===== config.mk =====
export PLATFORM = sky130hd
export DESIGN_NAME = alu_issue_ctrl
export DESIGN_NICKNAME = d
export VERILOG_FILES = /design/src/rtl/alu_issue_ctrl_pkg.sv /design/src/rtl/alu_issue_regfile.sv /design/src/rtl/alu_issue_ctrl.sv
export SDC_FILE = /design/constraint.sdc
export NUM_CORES = 1
export LEC_CHECK = 0
export CAP_MARGIN = 0
export CELL_PAD_IN_SITES_DETAIL_PLACEMENT = 1
export CELL_PAD_IN_SITES_GLOBAL_PLACEMENT = 1
export CORE_AREA = 5 5 124 102
export DETAILED_ROUTE_END_ITERATION = 8
export DIE_AREA = 0 0 129 107
export GPL_ROUTABILITY_DRIVEN = 0
export PLACE_DENSITY = 0.89
export RECOVER_POWER = 50
export SLEW_MARGIN = 25
export SYNTH_ARGS = -nofsm -noshare
export SYNTH_HDL_FRONTEND = slang
export SYNTH_SLANG_ARGS = --single-unit

===== constraint.sdc =====
create_clock -name clk -period 7.3 [get_ports clk]
set_input_delay 1.46 -clock clk [delete_from_list [all_inputs] [get_ports clk]]
set_output_delay 1.46 -clock clk [all_outputs]
set_load 0.05 [all_outputs]

===== src/rtl/alu_issue_ctrl_pkg.sv =====
// Shared definitions for the ALU issue controller: opcode constants,
// FSM state encoding and the legal-opcode check.
package alu_issue_ctrl_pkg;

    localparam int OP_ADD = 0;
    localparam int OP_SUB = 1;
    localparam int OP_XOR = 2;
    localparam int OP_AND = 3;
    localparam int OP_OR  = 4;
    localparam int OP_SHL = 11;
    localparam int OP_SHR = 12;

    typedef enum logic [1:0] {
        IDLE  = 2'd0,
        ISSUE = 2'd1,
        WB    = 2'd2
    } issueState_t;

    // Opcode arrives zero-extended so the check is independent of OPCODE width.
    function automatic logic isLegalOp(input logic [31:0] op);
        case (op)
            OP_ADD, OP_SUB, OP_XOR, OP_AND, OP_OR, OP_SHL, OP_SHR: return 1'b1;
            default: return 1'b0;
        endcase
    endfunction

endpackage


===== src/rtl/alu_issue_regfile.sv =====
// Register file for the issue controller: two combinational read ports and
// two write ports. The write-back port wins over the external port when both
// target the same register in the same cycle.
module alu_issue_regfile #(
    parameter int BITS = 8,
    parameter int REGS = 8,
    parameter int RA   = 3
) (
    input  logic            clk,
    input  logic            reset,
    input  logic [RA-1:0]   rdAddrA,
    input  logic [RA-1:0]   rdAddrB,
    output logic [BITS-1:0] rdDataA,
    output logic [BITS-1:0] rdDataB,
    input  logic            wbWe,
    input  logic [RA-1:0]   wbAddr,
    input  logic [BITS-1:0] wbData,
    input  logic            extWe,
    input  logic [RA-1:0]   extAddr,
    input  logic [BITS-1:0] extData
);

    logic [BITS-1:0] regs [REGS];

    // Per-register write with write-back priority; different addresses both land.
    always_ff @(posedge clk or posedge reset) begin
        if (reset) begin
            for (int i = 0; i < REGS; i++) regs[i] <= '0;
        end else begin
            for (int i = 0; i < REGS; i++) begin
                if (wbWe && wbAddr == RA'(i))
                    regs[i] <= wbData;
                else if (extWe && extAddr == RA'(i))
                    regs[i] <= extData;
            end
        end
    end

    // Combinational operand reads.
    always_comb begin
        rdDataA = regs[rdAddrA];
        rdDataB = regs[rdAddrB];
    end

endmodule


===== src/rtl/alu_issue_ctrl.sv =====
// ALU issue controller: accepts one instruction, reads its operands in
// ISSUE, captures the external ALU result and writes it back in WB.
// One instruction every three cycles; no buffering, no hazard logic needed.
// Optional feature: define ALU_ISSUE_FLAGS_EN to add zeroFlag/ovfFlag outputs.
module alu_issue_ctrl
    import alu_issue_ctrl_pkg::*;
#(
    parameter  int BITS   = 8,
    parameter  int OPCODE = 5,
    parameter  int REGS   = 8,
    localparam int RA     = (REGS > 1) ? $clog2(REGS) : 1
) (
    input  logic              clk,
    input  logic              reset,
    input  logic              instValid,
    output logic              instReady,
    input  logic [OPCODE-1:0] instOp,
    input  logic [RA-1:0]     instRd,
    input  logic [RA-1:0]     instRs1,
    input  logic [RA-1:0]     instRs2,
    input  logic              extWe,
    input  logic [RA-1:0]     extAddr,
    input  logic [BITS-1:0]   extData,
    output logic [OPCODE-1:0] aluFunction,
    output logic [BITS-1:0]   vectorA,
    output logic [BITS-1:0]   vectorB,
    input  logic [BITS-1:0]   aluResult,
    output logic              wbValid,
    output logic [RA-1:0]     wbAddr,
    output logic [BITS-1:0]   wbData,
    output logic              illegalOp,
    output logic              busy
`ifdef ALU_ISSUE_FLAGS_EN
    ,
    output logic              zeroFlag,
    output logic              ovfFlag
`endif
);

    issueState_t state, nextState;

    logic [OPCODE-1:0] opQ;
    logic [RA-1:0]     rdQ, rs1Q, rs2Q;
    logic [BITS-1:0]   resultQ;
    logic              illegalQ;
    logic [BITS-1:0]   rdDataA, rdDataB;
    logic              accept, legal;

    assign accept = instValid && instReady;
    assign legal  = isLegalOp(32'(instOp));

    alu_issue_regfile #(.BITS(BITS), .REGS(REGS), .RA(RA)) uRegfile (
        .clk     (clk),
        .reset   (reset),
        .rdAddrA (rs1Q),
        .rdAddrB (rs2Q),
        .rdDataA (rdDataA),
        .rdDataB (rdDataB),
        .wbWe    (state == WB),
        .wbAddr  (rdQ),
        .wbData  (resultQ),
        .extWe   (extWe),
        .extAddr (extAddr),
        .extData (extData)
    );

    // State register.
    always_ff @(posedge clk or posedge reset) begin
        if (reset) state <= IDLE;
        else       state <= nextState;
    end

    // Next-state and all state-decoded outputs; ALU-facing outputs are zero outside ISSUE.
    always_comb begin
        nextState   = state;
        instReady   = 1'b0;
        busy        = 1'b1;
        aluFunction = '0;
        vectorA     = '0;
        vectorB     = '0;
        wbValid     = 1'b0;
        wbAddr      = '0;
        wbData      = '0;
        case (state)
            IDLE: begin
                instReady = 1'b1;
                busy      = 1'b0;
                if (accept && legal) nextState = ISSUE;
            end
            ISSUE: begin
                aluFunction = opQ;
                vectorA     = rdDataA;
                vectorB     = rdDataB;
                nextState   = WB;
            end
            WB: begin
                wbValid   = 1'b1;
                wbAddr    = rdQ;
                wbData    = resultQ;
                nextState = IDLE;
            end
            default: nextState = IDLE;
        endcase
    end

    // Instruction latch, result capture and the one-cycle reject pulse.
    always_ff @(posedge clk or posedge reset) begin
        if (reset) begin
            opQ      <= '0;
            rdQ      <= '0;
            rs1Q     <= '0;
            rs2Q     <= '0;
            resultQ  <= '0;
            illegalQ <= 1'b0;
        end else begin
            illegalQ <= accept && !legal;
            if (accept && legal) begin
                opQ  <= instOp;
                rdQ  <= instRd;
                rs1Q <= instRs1;
                rs2Q <= instRs2;
            end
            if (state == ISSUE) resultQ <= aluResult;
        end
    end

    assign illegalOp = illegalQ;

`ifdef ALU_ISSUE_FLAGS_EN
    logic zeroQ, ovfQ;
    logic signA, signB, signR;

    assign signA = vectorA[BITS-1];
    assign signB = vectorB[BITS-1];
    assign signR = aluResult[BITS-1];

    // Flags are taken alongside the result so they are valid during WB.
    always_ff @(posedge clk or posedge reset) begin
        if (reset) begin
            zeroQ <= 1'b0;
            ovfQ  <= 1'b0;
        end else if (state == ISSUE) begin
            zeroQ <= (aluResult == '0);
            if (opQ == OPCODE'(OP_ADD))
                ovfQ <= (signA == signB) && (signR != signA);
            else if (opQ == OPCODE'(OP_SUB))
                ovfQ <= (signA != signB) && (signR != signA);
            else
                ovfQ <= 1'b0;
        end
    end

    assign zeroFlag = zeroQ;
    assign ovfFlag  = ovfQ;
`endif

endmodule


# --- Word-level counts from Yosys, hierarchy flattened ---
# Cells that the tools add are included.
op_classes:
  order_cmp: 2
  n_eq_ne: 23
  n_mux: 33
  bitwise_logic: 2
  n_reduce_logical: 33
ops:
  columns: ["op", "n"]
  rows:
  - ["$mux W8", 23]
  - ["$bmux W8 S3", 2]
  - ["$eq A3 B3 Y1 const B", 8]
  - ["$logic_and A1 B1 Y1", 19]
  - ["$reduce_bool A2 Y1", 8]
  - ["$eq A3 B2 Y1 const B", 4]
  - ["$eq A5 B2 Y1 const B", 2]
  - ["$eq A5 B4 Y1 const B", 2]
  - ["$ge A4 B4 Y1 const B", 2]
  - ["$not A3 Y4", 2]
  - ["$reduce_or A7 Y1", 1]
  - ["$eq A3 B1 Y1 const B", 2]
  - ["$logic_not A3 Y1", 2]
  - ["$eq A5 B1 Y1 const B", 1]
  - ["$eq A5 B3 Y1 const B", 1]
  - ["$logic_not A5 Y1", 1]
  - ["$mux W5", 1]
  - ["$mux W1", 4]
  - ["$pmux W2 S2", 1]
  - ["$mux W3", 1]
  - ["$eq A2 B1 Y1 const B", 1]
  - ["$eq A2 B2 Y1 const B", 1]
  - ["$logic_not A2 Y1", 1]
  - ["$mux W2", 1]
  - ["other kinds (2)", 2]
word_totals:
  regBits: 89
  in_bits: 37
  word_cells: 108

# --- Logic depth before layout (Yosys ltp) ---
depth:
  word_depth: 6
  depth_mapped: 5
  ltp_nobuf: 4

# --- Modules after synthesis ---
# A second synthesis with hierarchy kept.
hier_totals:
  hier_cells: 465
  hier_area_um2: 5451.5
modules_own_cells:
  columns: ["mod", "instances", "cells_per_inst", "area_per_inst_um2", "seq_area_each_um2"]
  rows:
  - ["alu_issue_regfile", 1, 366, 4214.0, 1601.5]
  - ["alu_issue_ctrl", 1, 99, 1237.4, 625.6]

# --- Least setup slack after synthesis ---
# No wires, ideal clock.
synth_path:
  path_kind: "register to output"
  start: "register state[0]"
  end: "output port wbAddr[0]"
  t_arrival_ns: 1.811
  required_ns: 5.840
  path_slack_ns: 4.029
  stages_incl_launch_ff: 5
  path_cell_list: "dfrtp_1 > nor2b_1 > buf_2 > clkbuf_1 > and2_1"
synth_between:
  elab_chain_cells: 2
synth_rtl:
  columns: ["item", "line", "source"]
  rows:
  - ["from (decl)", "alu_issue_ctrl.sv:40", "issueState_t state, nextState;"]
  - ["from (signal assigned)", "alu_issue_ctrl.sv:70", "else state <= nextState;"]
  - ["$eq A2 B2 Y1", "alu_issue_ctrl.sv:84", "case (state)"]
  - ["$mux W3", "alu_issue_ctrl.sv:84", null]
  - ["to (decl)", "alu_issue_ctrl.sv:29", "output logic [RA-1:0] wbAddr,"]
# Every way passes these cells.

# --- Final worst setup path ---
layout_path:
  start: "input port instOp[1]"
  end: "register rs2Q[2]"
layout_between:
  elab_chain_cells: 4
  word_cells_on_any_way: 10
  cone_classes: "eq/ne: 6; mux: 1; reduce/logical: 3"
layout_rtl:
  columns: ["item", "line", "source"]
  rows:
  - ["from (decl)", "alu_issue_ctrl.sv:17", "input logic [OPCODE-1:0] instOp,"]
  - ["$eq A5 B1 Y1 (tied with other cells)", "alu_issue_ctrl_pkg.sv:21", "case (op)"]
  - ["$reduce_or A7 Y1 *", "alu_issue_ctrl_pkg.sv:21", null]
  - ["$mux W1 *", "alu_issue_ctrl_pkg.sv:21", null]
  - ["$logic_and A1 B1 Y1 *", "alu_issue_ctrl.sv:117", "if (accept && legal) begin"]
  - ["to (signal assigned)", "alu_issue_ctrl.sv:121", "rs2Q <= instRs2;"]
  - ["to (decl)", "alu_issue_ctrl.sv:43", "logic [RA-1:0] rdQ, rs1Q, rs2Q;"]
# Mark *: on every way between the ends. The rest lies on a longest branch, timed or not.
# A chain may end at the register's enable or synchronous reset.

==> impl_metrics.prom <==
# TYPE chip_impl_metric gauge
chip_impl_metric{name="final_nets",unit=""} 483
chip_impl_metric{name="numClockSinks",unit=""} 89
chip_impl_info{name="dominant_combinational_cell_family_by_area_after_synthesis",value="multiplexers"} 1
chip_impl_metric{name="worst-r2r-cell-count",unit=""} 3
chip_impl_metric{name="post_synthesis_mean_instance_area",unit="um^2"} 14.1
chip_impl_metric{name="synth_top_area_share",unit="%"} 40.5
chip_impl_metric{name="report.final.setup_viol",unit=""} 0
chip_impl_metric{name="yosysUniqueCellTypes",unit=""} 30
chip_impl_metric{name="hold_viol",unit=""} 0
chip_impl_metric{name="layout_worst_path_cycle_share",unit="%"} 77.2
chip_impl_metric{name="clk-insertion-delay-late",unit="ns"} 0.34
chip_impl_metric{name="tns",unit="ns"} 0
chip_impl_metric{name="routing_usage_on_met1",unit="%"} 31.9
chip_impl_metric{name="groute.usage.overall",unit="%"} 24.0
chip_impl_metric{name="grt_first_pass_wirelength",unit="mm"} 24.8
chip_impl_metric{name="total_power",unit="mW"} 2.03
chip_impl_metric{name="synth_xor_xnor_area_share",unit="%"} 0
chip_impl_metric{name="via_count_of_the_first_global_routing_pass",unit=""} 4167
chip_impl_metric{name="dp_cells",unit=""} 583
chip_impl_metric{name="powerDensity",unit="nW/um^2"} 311
chip_impl_metric{name="placement.io_buffers",unit=""} 72
chip_impl_metric{name="synth_seq_area_share",unit="%"} 40.5
chip_impl_metric{name="layout-drive-gt1-share",unit="%"} 42.8
chip_impl_metric{name="max_slew.worst_pin.slew",unit="ns"} 3.99
chip_impl_metric{name="finalCriticalPeriod",unit="ns"} 5.63
chip_impl_info{name="startpoint_type",value="primary input"} 1
chip_impl_metric{name="die_h",unit="um"} 107
chip_impl_metric{name="diodes",unit=""} 0
chip_impl_info{name="holdPathEnd",value="opQ[2]"} 1
chip_impl_info{name="endpoint_kind",value="flop"} 1
chip_impl_metric{name="routed-via-count",unit=""} 3678
chip_impl_metric{name="clock_buffer_count_from_cts",unit=""} 9
chip_impl_metric{name="flow.area_growth_from_synthesis",unit="%"} 19.0
chip_impl_metric{name="clock_tree.htree_level_count",unit=""} 3
chip_impl_info{name="timing.hold.worst.class",value="flop to flop"} 1
chip_impl_info{name="root_buffer",value="sky130_fd_sc_hd__clkbuf_16"} 1
chip_impl_metric{name="post_syn_nets",unit=""} 427
chip_impl_info{name="critical_path.reg2reg.endpoint",value="rs2Q[2]"} 1
chip_impl_metric{name="max-clock-path-buffers",unit=""} 2
chip_impl_info{name="synth.most_common_cell",value="sky130_fd_sc_hd__mux2_2"} 1
chip_impl_metric{name="synthesis.area",unit="um^2"} 5500
chip_impl_metric{name="worst_slack",unit="ns"} 1.67
chip_impl_info{name="status",value="finished with violations"} 1
chip_impl_metric{name="die-width",unit="um"} 129
chip_impl_metric{name="relSlewSlack",unit="%"} -169
chip_impl_metric{name="number_of_enable_flip_flop_cells_after_synthesis",unit=""} 0
chip_impl_metric{name="finish.cell_count_without_fillers",unit=""} 599
chip_impl_metric{name="synthAdderAreaFrac",unit="%"} 0
chip_impl_metric{name="grt_util_met2",unit="%"} 39.4
chip_impl_metric{name="wl_per_cell",unit="um"} 26.5
chip_impl_metric{name="number_of_antenna_violations_at_the_first_check_in_global_routing",unit=""} 0
chip_impl_metric{name="clock_skew",unit="ns"} 0.00487
chip_impl_metric{name="critical_path.max_fanout",unit=""} 15
chip_impl_info{name="synth.area.top_cells",value="sky130_fd_sc_hd__dfrtp_1, sky130_fd_sc_hd__mux2_2, sky130_fd_sc_hd__mux4_2"} 1
chip_impl_metric{name="proportion_of_register_bits_with_asynchronous_set_or_reset_after_synthesis",unit="%"} 100
chip_impl_metric{name="synth-compound-area-share",unit="%"} 3.46
chip_impl_info{name="synth_commonest_cells",value="sky130_fd_sc_hd__mux2_2, sky130_fd_sc_hd__dfrtp_1, sky130_fd_sc_hd__mux4_2"} 1
chip_impl_metric{name="worst-endpoint-arrival",unit="ns"} 5.90
chip_impl_info{name="setup_repair_after_global_routing_missed_its_margin",value="false"} 1
chip_impl_info{name="hp-start",value="opQ[2]"} 1
chip_impl_metric{name="core.rowCount",unit=""} 35
chip_impl_metric{name="routed_via_density",unit=""} 6.14
chip_impl_metric{name="detailedPlacementHpwl",unit="mm"} 10.3
chip_impl_metric{name="antenna_violating_nets_post_route",unit=""} 0
chip_impl_info{name="global_route.peak_usage_layer",value="met2"} 1
chip_impl_metric{name="boundaryPins",unit=""} 73
chip_impl_metric{name="synth_simple_gate_area_share",unit="%"} 8.85
chip_impl_metric{name="grt_max_degree",unit=""} 90
chip_impl_metric{name="ys_ff_latch",unit=""} 89
chip_impl_metric{name="synthCells",unit=""} 390
chip_impl_info{name="cts_tree",value="done"} 1
chip_impl_metric{name="drt_iter0_drc",unit=""} 279
chip_impl_metric{name="cellLeakagePower",unit="nW"} 2.73
chip_impl_metric{name="min_delay_path_depth",unit=""} 1
chip_impl_metric{name="max_freq",unit="MHz"} 178
chip_impl_info{name="yosys_most_used_dff",value="sky130_fd_sc_hd__dfrtp_1"} 1
chip_impl_info{name="critPathKind",value="primary input to flop"} 1
chip_impl_metric{name="use_met3",unit="%"} 5.38
chip_impl_metric{name="clk_pin_slew",unit="ns"} 0.06
chip_impl_metric{name="die-area",unit="um^2"} 13800
chip_impl_metric{name="drc",unit=""} 0
chip_impl_metric{name="synth-warning-count",unit=""} 0
chip_impl_metric{name="overflow",unit=""} 0
chip_impl_metric{name="drt_first_pass_iters",unit=""} 4
chip_impl_metric{name="required",unit="ns"} 7.57
chip_impl_info{name="violations",value="max-capacitance violations, max-slew violations"} 1
chip_impl_metric{name="final-max-slew-violation-count",unit=""} 16
chip_impl_metric{name="start_util",unit="%"} 48.7
chip_impl_metric{name="cts_hold_buf",unit=""} 0
chip_impl_metric{name="preCtsSetupSlack",unit="ns"} 3.02
chip_impl_metric{name="cts_repair_resize_count",unit=""} 0
chip_impl_info{name="r2r-start",value="state[0]"} 1
chip_impl_metric{name="floorplan.core_area",unit="um^2"} 11300
chip_impl_metric{name="max_vdd_drop",unit="V"} 0.000138
chip_impl_metric{name="final_wl",unit="mm"} 15.9
chip_impl_metric{name="post_cts.repair.setup_buffers",unit=""} 0
chip_impl_metric{name="cap_viol_max_count",unit=""} 1
chip_impl_info{name="synth_area_leader_cell",value="sky130_fd_sc_hd__dfrtp_1"} 1
chip_impl_metric{name="timing.reg2reg.setup_slack",unit="ns"} 4.51
chip_impl_metric{name="yosys-mux-area-fraction",unit="%"} 43.3
-- report_power, final --
part	internal (mW)	total (mW)	switching [mW]
clock network	0.293	0.490	0.197
logic	0.445	0.689	0.244
registers	0.651	0.854	0.203
-- metal layers --
layer,up-vias,share of wire (%)
met5,-,0
met4,0,2.4
met3,29,5.8
met2,119,49
met1,1955,42
li1,1575,-
-- kinds of logic (layout without fill, tap and decap cells) --
family | after synthesis | in the layout
compound gates | 20 | 20
buf+inv | 37 | 98
flops | 89 | 89
mux | 172 | 172
simple gates | 72 | 72
-- state kept, by name (all words and copies together) (netlist names) --
signal,cells
resultQ,8
rdQ,3
uRegfile.regs,64
opQ,5
rs1Q,3
rs2Q,3
illegalOp,1
state,2
-- worst max-delay path, cell delays in order --
cell	delay (ns)
sky130_fd_sc_hd__dlygate4sd3_1	0.61
sky130_fd_sc_hd__and2_0	0.21
sky130_fd_sc_hd__o311ai_0	3.04
sky130_fd_sc_hd__mux2_2	0.58
-- placed cells by master, fill, tap and decap left out, types with 5 or more instances in the layout --
| master | instances |
|---|---|
| sky130_fd_sc_hd__a22o_1 | 16 |
| sky130_fd_sc_hd__nor2_1 | 5 |
| sky130_fd_sc_hd__and2_1 | 18 |
| sky130_fd_sc_hd__mux2_2 | 104 |
| sky130_fd_sc_hd__nand2_1 | 24 |
| sky130_fd_sc_hd__clkbuf_16 | 9 |
| sky130_fd_sc_hd__dfrtp_1 | 89 |
| sky130_fd_sc_hd__mux2_4 | 23 |
| sky130_fd_sc_hd__clkdlybuf4s50_1 | 60 |
| sky130_fd_sc_hd__mux4_2 | 32 |
| sky130_fd_sc_hd__inv_1 | 5 |
| sky130_fd_sc_hd__dlygate4sd3_1 | 12 |
| sky130_fd_sc_hd__mux2_1 | 13 |
-- layout make-up --
type,count,area [um^2]
tap,148,185
sequential,89,2230
fill,1112,4750
inverter,6,23.8
clock buffer,12,267
clock inverter,4,50.0
multi-input combinational,264,3040
timing repair buffer,76,754
-- metrics by stage --
stage,utilization (%),hold slack [ns],cell area [um^2]
2_1_floorplan,-,0.444,5500
3_3_place_gp,55.3,0.468,6250
3_5_place_dp,55.3,0.472,6250
4_1_cts,58.1,0.515,6570
5_1_grt,57.9,0.530,6540
6_report,57.9,0.503,6540
-- worst max path at each step --
stage	depth (start not counted)	start	to	slack (ns)
2_1_floorplan	1	reset	illegalOp	3.53
3_5_place_dp	5	state[1]	vectorA[0]	3.02
5_1_grt	4	instOp[1]	rs2Q[2]	1.41
6_report	4	instOp[1]	rs2Q[2]	1.67
4_1_cts	5	state[1]	vectorA[0]	2.61
3_3_place_gp	5	state[1]	vectorA[0]	3.12
Note: power is estimated with default switching activity, not from simulation.
